$ cat config.mk
export PLATFORM = sky130hd
export DESIGN_NAME = mem_port_arbiter_flat
export DESIGN_NICKNAME = d
export VERILOG_FILES = /design/src/rtl/mem_arb_pkg.sv /design/src/rtl/mem_port_arbiter_if.sv /design/src/rtl/mem_arb_timer.sv /design/src/rtl/mem_port_arbiter.sv /design/src/flat_wrapper.sv
export SDC_FILE = /design/constraint.sdc
export NUM_CORES = 1
export LEC_CHECK = 0
export ABC_CLOCK_PERIOD_IN_PS = 2100
export CAP_MARGIN = 20
export CORE_MARGIN = 2
export CORE_UTILIZATION = 36
export CTS_BUF_LIST = sky130_fd_sc_hd__clkbuf_16
export CTS_CLUSTER_DIAMETER = 200
export DETAILED_ROUTE_END_ITERATION = 8
export PLACE_DENSITY_LB_ADDON = 0.1
export SKIP_LAST_GASP = 1
export SYNTH_ARGS = -nofsm -noshare
export SYNTH_HDL_FRONTEND = slang
export SYNTH_SLANG_ARGS = --single-unit
$ cat constraint.sdc
create_clock -name clk -period 2.1 [get_ports clk]
set_clock_uncertainty 0.15 [all_clocks]
set_input_delay 0.21 -clock clk [delete_from_list [all_inputs] [get_ports clk]]
set_output_delay 0.21 -clock clk [all_outputs]
set_load 0.1 [all_outputs]
$ cat src/rtl/mem_arb_pkg.sv
// mem_arb_pkg: shared state encoding and parameter defaults for the memory port arbiter
package mem_arb_pkg;
  typedef enum logic [1:0] {
    IDLE    = 2'd0,
    IFETCH  = 2'd1,
    DACCESS = 2'd2
  } state_e;
  localparam int TIMEOUT_CYC_DEF  = 255;
  localparam int MAX_DATA_RUN_DEF = 4;
endpackage

$ cat src/rtl/mem_port_arbiter_if.sv
// mem_port_arbiter_if: fetch, data and memory-side handshake bundle for the arbiter
interface mem_port_arbiter_if;
  logic        if_req;
  logic [31:0] if_addr;
  logic        if_valid;
  logic [31:0] if_rdata;
  logic        d_req;
  logic        d_we;
  logic [31:0] d_addr;
  logic [31:0] d_wdata;
  logic        d_valid;
  logic [31:0] d_rdata;
  logic        mem_req;
  logic        mem_we;
  logic [31:0] mem_addr;
  logic [31:0] mem_wdata;
  logic        mem_ack;
  logic [31:0] mem_rdata;
  logic        busy;
  logic        err;
  modport slave (
    input  if_req, if_addr, d_req, d_we, d_addr, d_wdata, mem_ack, mem_rdata,
    output if_valid, if_rdata, d_valid, d_rdata, mem_req, mem_we, mem_addr, mem_wdata, busy, err
  );
  modport master (
    output if_req, if_addr, d_req, d_we, d_addr, d_wdata, mem_ack, mem_rdata,
    input  if_valid, if_rdata, d_valid, d_rdata, mem_req, mem_we, mem_addr, mem_wdata, busy, err
  );
endinterface

$ cat src/rtl/mem_arb_timer.sv
// mem_arb_timer: access-cycle counter that flags the cycle in which the access runs out of time
module mem_arb_timer
  import mem_arb_pkg::*;
#(
  parameter int TIMEOUT_CYC = TIMEOUT_CYC_DEF
) (
  input  logic clk,
  input  logic reset,
  input  logic clear,
  input  logic enable,
  output logic expired
);
  logic [7:0] cnt_q, cnt_d;
  assign cnt_d   = clear ? 8'd0 : enable ? cnt_q + 8'd1 : cnt_q;
  assign expired = enable && cnt_q == 8'(TIMEOUT_CYC - 1);
  // count unacknowledged access cycles; expired marks the edge where the count reaches the limit
  always_ff @(posedge clk) begin
    if (reset) cnt_q <= 8'd0;
    else cnt_q <= cnt_d;
  end
endmodule

$ cat src/rtl/mem_port_arbiter.sv
// mem_port_arbiter: shares one memory port between a fetch and a data requester with run limiting and timeout
module mem_port_arbiter
  import mem_arb_pkg::*;
#(
  parameter int TIMEOUT_CYC  = TIMEOUT_CYC_DEF,
  parameter int MAX_DATA_RUN = MAX_DATA_RUN_DEF
) (
  input logic               clk,
  input logic               reset,
  mem_port_arbiter_if.slave bus
);
  localparam logic [3:0] RUN_MAX = 4'(MAX_DATA_RUN);
  state_e      state_q;
  logic [3:0]  run_q;
  logic        if_valid_q, d_valid_q, err_q, mem_req_q, mem_we_q;
  logic [31:0] if_rdata_q, d_rdata_q, mem_addr_q, mem_wdata_q;
  logic        d_win, f_win, grant_d, grant_f, in_acc, expired;
  assign in_acc  = state_q != IDLE;
  assign d_win   = bus.d_req && !(bus.if_req && run_q == RUN_MAX);
  assign f_win   = bus.if_req && !d_win;
  assign grant_d = !in_acc && d_win && !d_valid_q;
  assign grant_f = !in_acc && f_win && !if_valid_q;
  mem_arb_timer #(.TIMEOUT_CYC(TIMEOUT_CYC)) u_timer (
    .clk     (clk),
    .reset   (reset),
    .clear   (grant_d || grant_f),
    .enable  (in_acc && !bus.mem_ack),
    .expired (expired)
  );
  // grant in IDLE, hold the memory request, then retire it with a one-cycle valid (and err on timeout)
  always_ff @(posedge clk) begin
    if (reset) begin
      state_q     <= IDLE;
      run_q       <= 4'd0;
      if_valid_q  <= 1'b0;
      d_valid_q   <= 1'b0;
      err_q       <= 1'b0;
      mem_req_q   <= 1'b0;
      mem_we_q    <= 1'b0;
      if_rdata_q  <= '0;
      d_rdata_q   <= '0;
      mem_addr_q  <= '0;
      mem_wdata_q <= '0;
    end else begin
      if_valid_q <= 1'b0;
      d_valid_q  <= 1'b0;
      err_q      <= 1'b0;
      if (grant_d || grant_f) begin
        state_q     <= grant_d ? DACCESS : IFETCH;
        mem_req_q   <= 1'b1;
        mem_we_q    <= grant_d && bus.d_we;
        mem_addr_q  <= grant_d ? bus.d_addr : bus.if_addr;
        mem_wdata_q <= grant_d ? bus.d_wdata : '0;
        run_q       <= grant_f ? 4'd0 : (bus.if_req && run_q != RUN_MAX) ? run_q + 4'd1 : run_q;
      end else if (in_acc && (bus.mem_ack || expired)) begin
        state_q   <= IDLE;
        mem_req_q <= 1'b0;
        err_q     <= !bus.mem_ack;
        if (state_q == IFETCH) begin
          if_valid_q <= 1'b1;
          if_rdata_q <= bus.mem_ack ? bus.mem_rdata : '0;
        end else begin
          d_valid_q <= 1'b1;
          d_rdata_q <= (bus.mem_ack && !mem_we_q) ? bus.mem_rdata : '0;
        end
      end
    end
  end
  assign bus.if_valid  = if_valid_q;
  assign bus.if_rdata  = if_rdata_q;
  assign bus.d_valid   = d_valid_q;
  assign bus.d_rdata   = d_rdata_q;
  assign bus.mem_req   = mem_req_q;
  assign bus.mem_we    = mem_we_q;
  assign bus.mem_addr  = mem_addr_q;
  assign bus.mem_wdata = mem_wdata_q;
  assign bus.busy      = in_acc;
  assign bus.err       = err_q;
endmodule

$ cat src/flat_wrapper.sv
// flat-port wrapper written by rule: the top's interface ports become plain ports
module mem_port_arbiter_flat import mem_arb_pkg::*;
#(
  parameter int TIMEOUT_CYC  = TIMEOUT_CYC_DEF,
  parameter int MAX_DATA_RUN = MAX_DATA_RUN_DEF
)
  (clk, reset, bus_if_req, bus_if_addr, bus_d_req, bus_d_we, bus_d_addr, bus_d_wdata, bus_mem_ack, bus_mem_rdata, bus_if_valid, bus_if_rdata, bus_d_valid, bus_d_rdata, bus_mem_req, bus_mem_we, bus_mem_addr, bus_mem_wdata, bus_busy, bus_err);
  mem_port_arbiter_if bus_i ();
  input logic clk;
  input logic reset;
  input wire logic [$bits(bus_i.if_req)-1:0] bus_if_req;
  input wire logic [$bits(bus_i.if_addr)-1:0] bus_if_addr;
  input wire logic [$bits(bus_i.d_req)-1:0] bus_d_req;
  input wire logic [$bits(bus_i.d_we)-1:0] bus_d_we;
  input wire logic [$bits(bus_i.d_addr)-1:0] bus_d_addr;
  input wire logic [$bits(bus_i.d_wdata)-1:0] bus_d_wdata;
  input wire logic [$bits(bus_i.mem_ack)-1:0] bus_mem_ack;
  input wire logic [$bits(bus_i.mem_rdata)-1:0] bus_mem_rdata;
  output wire logic [$bits(bus_i.if_valid)-1:0] bus_if_valid;
  output wire logic [$bits(bus_i.if_rdata)-1:0] bus_if_rdata;
  output wire logic [$bits(bus_i.d_valid)-1:0] bus_d_valid;
  output wire logic [$bits(bus_i.d_rdata)-1:0] bus_d_rdata;
  output wire logic [$bits(bus_i.mem_req)-1:0] bus_mem_req;
  output wire logic [$bits(bus_i.mem_we)-1:0] bus_mem_we;
  output wire logic [$bits(bus_i.mem_addr)-1:0] bus_mem_addr;
  output wire logic [$bits(bus_i.mem_wdata)-1:0] bus_mem_wdata;
  output wire logic [$bits(bus_i.busy)-1:0] bus_busy;
  output wire logic [$bits(bus_i.err)-1:0] bus_err;
  assign bus_i.if_req = bus_if_req;
  assign bus_i.if_addr = bus_if_addr;
  assign bus_i.d_req = bus_d_req;
  assign bus_i.d_we = bus_d_we;
  assign bus_i.d_addr = bus_d_addr;
  assign bus_i.d_wdata = bus_d_wdata;
  assign bus_i.mem_ack = bus_mem_ack;
  assign bus_i.mem_rdata = bus_mem_rdata;
  assign bus_if_valid = bus_i.if_valid;
  assign bus_if_rdata = bus_i.if_rdata;
  assign bus_d_valid = bus_i.d_valid;
  assign bus_d_rdata = bus_i.d_rdata;
  assign bus_mem_req = bus_i.mem_req;
  assign bus_mem_we = bus_i.mem_we;
  assign bus_mem_addr = bus_i.mem_addr;
  assign bus_mem_wdata = bus_i.mem_wdata;
  assign bus_busy = bus_i.busy;
  assign bus_err = bus_i.err;
  mem_port_arbiter #(.TIMEOUT_CYC(TIMEOUT_CYC), .MAX_DATA_RUN(MAX_DATA_RUN)) u_core (.clk(clk), .reset(reset), .bus(bus_i));
endmodule
==> results <==
- After synthesis, the netlist uses 43 different library cells.
- A synthesized cell averages approximately 11 sq um.
- Subtracting the final worst setup slack from the clock period gives 2.12 ns.
- The number of nets in the finished design is 910.
- The cell at the root of the clock tree is clkbuf_16.
- Counting instances in the post-synthesis netlist gives the leading cell types as dfxtp_1 (147), a22o_1 (65), nand3_1 (38).
- The instance count of the mapped netlist is between 400 and 500.
- The clock tree from TritonCTS is done.
- The number of iterations in the first detailed-routing pass is 4.
- The fraction of power consumed by the clock network is a little under two fifths.
- The worst slack after detailed placement is -0.365 ns.
- The internal power component is 5.37 mW.
- From bottom edge to top edge, the die measures 125 um.
- The TritonCTS buffer count is 17.
- The most used flip-flop cell after synthesis is dfxtp_1.
- The final setup slack of the worst path is -0.0242 ns.
- Clock-pin slew was measured on the worst setup and hold paths at 0.06 ns.
- Across the run, the number of max-cap violations was 0.
- The global-route usage over all layers is 20.8%.
- For this run, the register share of the synthesized area comes to 56.0%.
- The endpoint type of the worst setup path is a flip-flop.
- The multi-input logic area is approximately 2100 sq um.
- The number of buffers inserted by port buffering is 267.
- The final wirelength is 16600 um.
- The power spent charging and discharging nets is 2.56 mW.
- The final hold violation count is 0.
- Measured against its own limit, the worst slew margin works out to between 60% and 70%.
- The buffer depth of the longest clock path is 2.
- The ratio of cells with drive above 1 in the final layout is 27.2%.
- After synthesis the netlist holds a flip-flop and latch count of roughly 150.
- The type of the tightest min-delay check is primary input to flip-flop.
- Counting every net in the synthesized netlist gives 632.
- The number of warnings issued by yosys is 0.
- Among all cell types in the netlist, the one instantiated most often is dfxtp_1.
- The clock net in this run drives a total of between 100 and 150 sinks.
- The final routed wire length divided by cell count is around 17 um.
- Using the TritonRoute via totals, the vias-per-cell ratio works out to 5.14.
- The share of total power in sequential cells is between 30% and 40%.
- The cell count after placement is between 900 and 1000.
- The detail route stage leaves a number of antenna-violating nets equal to 0.
- The number of synthesized flops with an enable pin is 0.
- The effective utilization at floorplan is 36.6%.
- Counting cells, the worst reg-to-reg path comes to 5.
- The area growth from synthesis to layout is 64.3%.
- After synthesis, the share of flip-flops with an asynchronous set or reset is 0%.
- Counting the fill cells in the layout gives 1241.
- The via count of the first global-routing pass was 4911.
- In this run the power density over the cells is 918 nW/um^2.
- The checks that failed: setup timing.
- The number of DRC markers in iteration 0 is 248.
- The finished layout holds just under 1000 standard cells, fillers aside.
- Setup repair after global routing could not meet its margin everywhere.
- The type of the setup path with the least slack is flip-flop to flip-flop.
- dfxtp_1 takes more of the synthesized area than any other cell.
- The total I/O pin count is 268.
- The first global-routing pass estimated 26000 um of wire.
- The die is 125 um wide.
- The clock latency reported for the late side of the worst-skew pair is between 0.4 and 0.5 ns.
- The endpoint identified for the worst register-to-register timing path is u_core.bus.mem_addr[17].
- The maximum fanout along the worst path is 13.
- The diode insertion count for antenna repair is 0.
- The startpoint identified for the worst register-to-register timing path is u_core.bus.if_valid.
- The sequential cells in the finished layout cover a total of 2950 sq um.
- The most critical setup path has its endpoint at u_core.bus.mem_addr[17].
- The actual slew at the worst max-slew pin is 0.496 ns.
- The H-tree generated during clock tree synthesis spans 4 levels.
- At the end of routability-driven placement, the weighted congestion stood at 0.836.
- The top-area cell type share of the netlist area is 56.0%.
- The final-report max-slew violation count is 0.
- The launch point of the critical path is u_core.bus.if_valid.
- The peak supply drop is around 540 uV.
- The final number of setup-violating endpoints is 17.
- The post-placement cell area is 8000 sq um.
- Entering global routing, the biggest net connects 57 pins.
- For flop-to-flop paths, the worst setup slack is -0.02 ns.
- Timing would allow up to 471 MHz.
- Data arrives at the worst endpoint at 2.27 ns.
- The number of antenna violations at the first check in global routing is 0.
- The required time at the worst-slack endpoint is 2.25 ns.
- The combinational fraction of design power is 24.6%.
- The run finished, with violations left.
- The startpoint type of the worst setup path is a flip-flop.
- The total via count after detailed routing is 4980.
- The area of all placed cells without fillers is 8630 sq um.
- The switching part of the total power is between 30% and 40%.
- In the routed design, unresolved DRC markers number 0.
- Dividing the final minimum period by the clock period gives 101%.
- The leakage power total is 3.68 nW.
- The sum of net half-perimeters after detailed placement is 11800 um.
- The hold path startpoint is bus_d_wdata[15].
- The residual overflow from global routing is 0.
- In this run the cell area of the synthesized design comes to 5250 sq um.
- Sorting the synthesized cells by area gives the leading types as dfxtp_1 (56%), a22o_1 (11%), a221o_1 (6.1%), and2_1 (4.2%), nand3_1 (3.6%).
- The number of cell rows is 44.
- Overall power consumption after layout is estimated at just under 8 mW.
- The core box area is 14400 sq um.
- The full die area is 15600 sq um.
## cells by family after synthesis
kind of cell	after synthesis	share of synthesized area (%)
simple gates	138	13.9
fa+ha+maj	4	0.953
flops	147	56.0
xor+xnor	7	1.17
buf+inv	46	4.55
mux	1	0.214
compound gates	151	23.2
## how the worst min path moves through the flow
stage                               end  slack [ns]  depth (start not counted)
6_report       u_core.bus.mem_wdata[15]        0.24                          2
3_5_place_dp     u_core.bus.d_rdata[23]        0.30                          2
2_1_floorplan  u_core.bus.mem_wdata[26]        0.19                          1
4_1_cts        u_core.bus.mem_wdata[15]        0.22                          2
5_1_grt        u_core.bus.mem_wdata[15]        0.23                          2
3_3_place_gp     u_core.bus.d_rdata[28]        0.30                          2
## sequential cells by signal, summed over array words and instances, names as in the netlist
name and cells:
u_core.bus.mem_we 1, u_core.bus.err 1, u_core.bus.d_valid 1, u_core.bus.mem_wdata 32
u_core.state_q 2, u_core.run_q 4, u_core.bus.mem_req 1, u_core.bus.if_valid 1
u_core.bus.mem_addr 32, u_core.u_timer.cnt_q 8, u_core.bus.if_rdata 32, u_core.bus.d_rdata 32
## power by group through the flow
stage / Clock (mW) / Combinational, mW / Sequential (mW)
detailed placement: 0 / 1.93 / 3.07
CTS: 3.01 / 1.94 / 3.01
global placement: 0 / 1.92 / 3.07
finish: 2.97 / 1.95 / 3.01
floorplan: 0 / 0.332 / 4.04
global route: 3.15 / 2.01 / 3.03
## routing by layer
layer / vias up / track usage, % / routed length, um / share of wire (%)
met4: 0 / 7.73 / 296 / 1.8
met5: - / 0 / 0 / 0
met2: 201 / 33.8 / 7950 / 48
li1: 2386 / - / - / -
met3: 22 / 6.92 / 1380 / 8.3
met1: 2371 / 25.7 / 6990 / 42
## stage by stage
step	util, %	TNS, ns	hold slack [ns]
floorplan	-	-1.72	0.185
global placement	55.7	-20.77	0.298
detailed placement	55.7	-22.27	0.303
CTS	59.7	-0.294	0.224
global route	60.1	-1.83	0.231
finish	60.1	-0.169	0.245
## worst max-delay path: stages (launching register included)
cell and delay [ns]:
dfxtp_4 0.34, or4b_4 0.56, a21o_4 0.21, a22o_4 0.26
buf_12 0.15, a221o_1 0.34
## cell type report
| type | instances | area share (%) |
|---|---|---|
| sequential | 147 | 34.2 |
| timing repair buffer | 299 | 31.4 |
| multi-input combinational | 301 | 24.8 |
| clock buffer | 17 | 4.93 |
| tap | 184 | 2.67 |
| clock inverter | 14 | 1.70 |
| inverter | 6 | 0.261 |
## cell usage in the layout, fill, tap and decap left out, drive strengths merged, types with 6 or more instances in the layout
cell | Yosys | layout
a21oi | 6 | 6
a221o | 32 | 32
a22o | 66 | 66
and2 | 35 | 35
and3 | 6 | 6
buf | 16 | 165
clkbuf | 24 | 18
clkdlybuf4s50 | 0 | 133
clkinv | 0 | 7
dfxtp | 147 | 147
inv | 6 | 9
nand2 | 33 | 33
nand3 | 38 | 38
nor2 | 10 | 10
o21ai | 33 | 33
xor2 | 6 | 6
## timing repair
action                                  CTS  global route
endpoints found under the setup margin   56            54
gates resized for setup                   3             6
hold buffers                              0             0
setup buffers                             0             1
cloned                                    0             2
pin swaps                                 3             4
No activity file was read; power rests on OpenSTA's default activity.
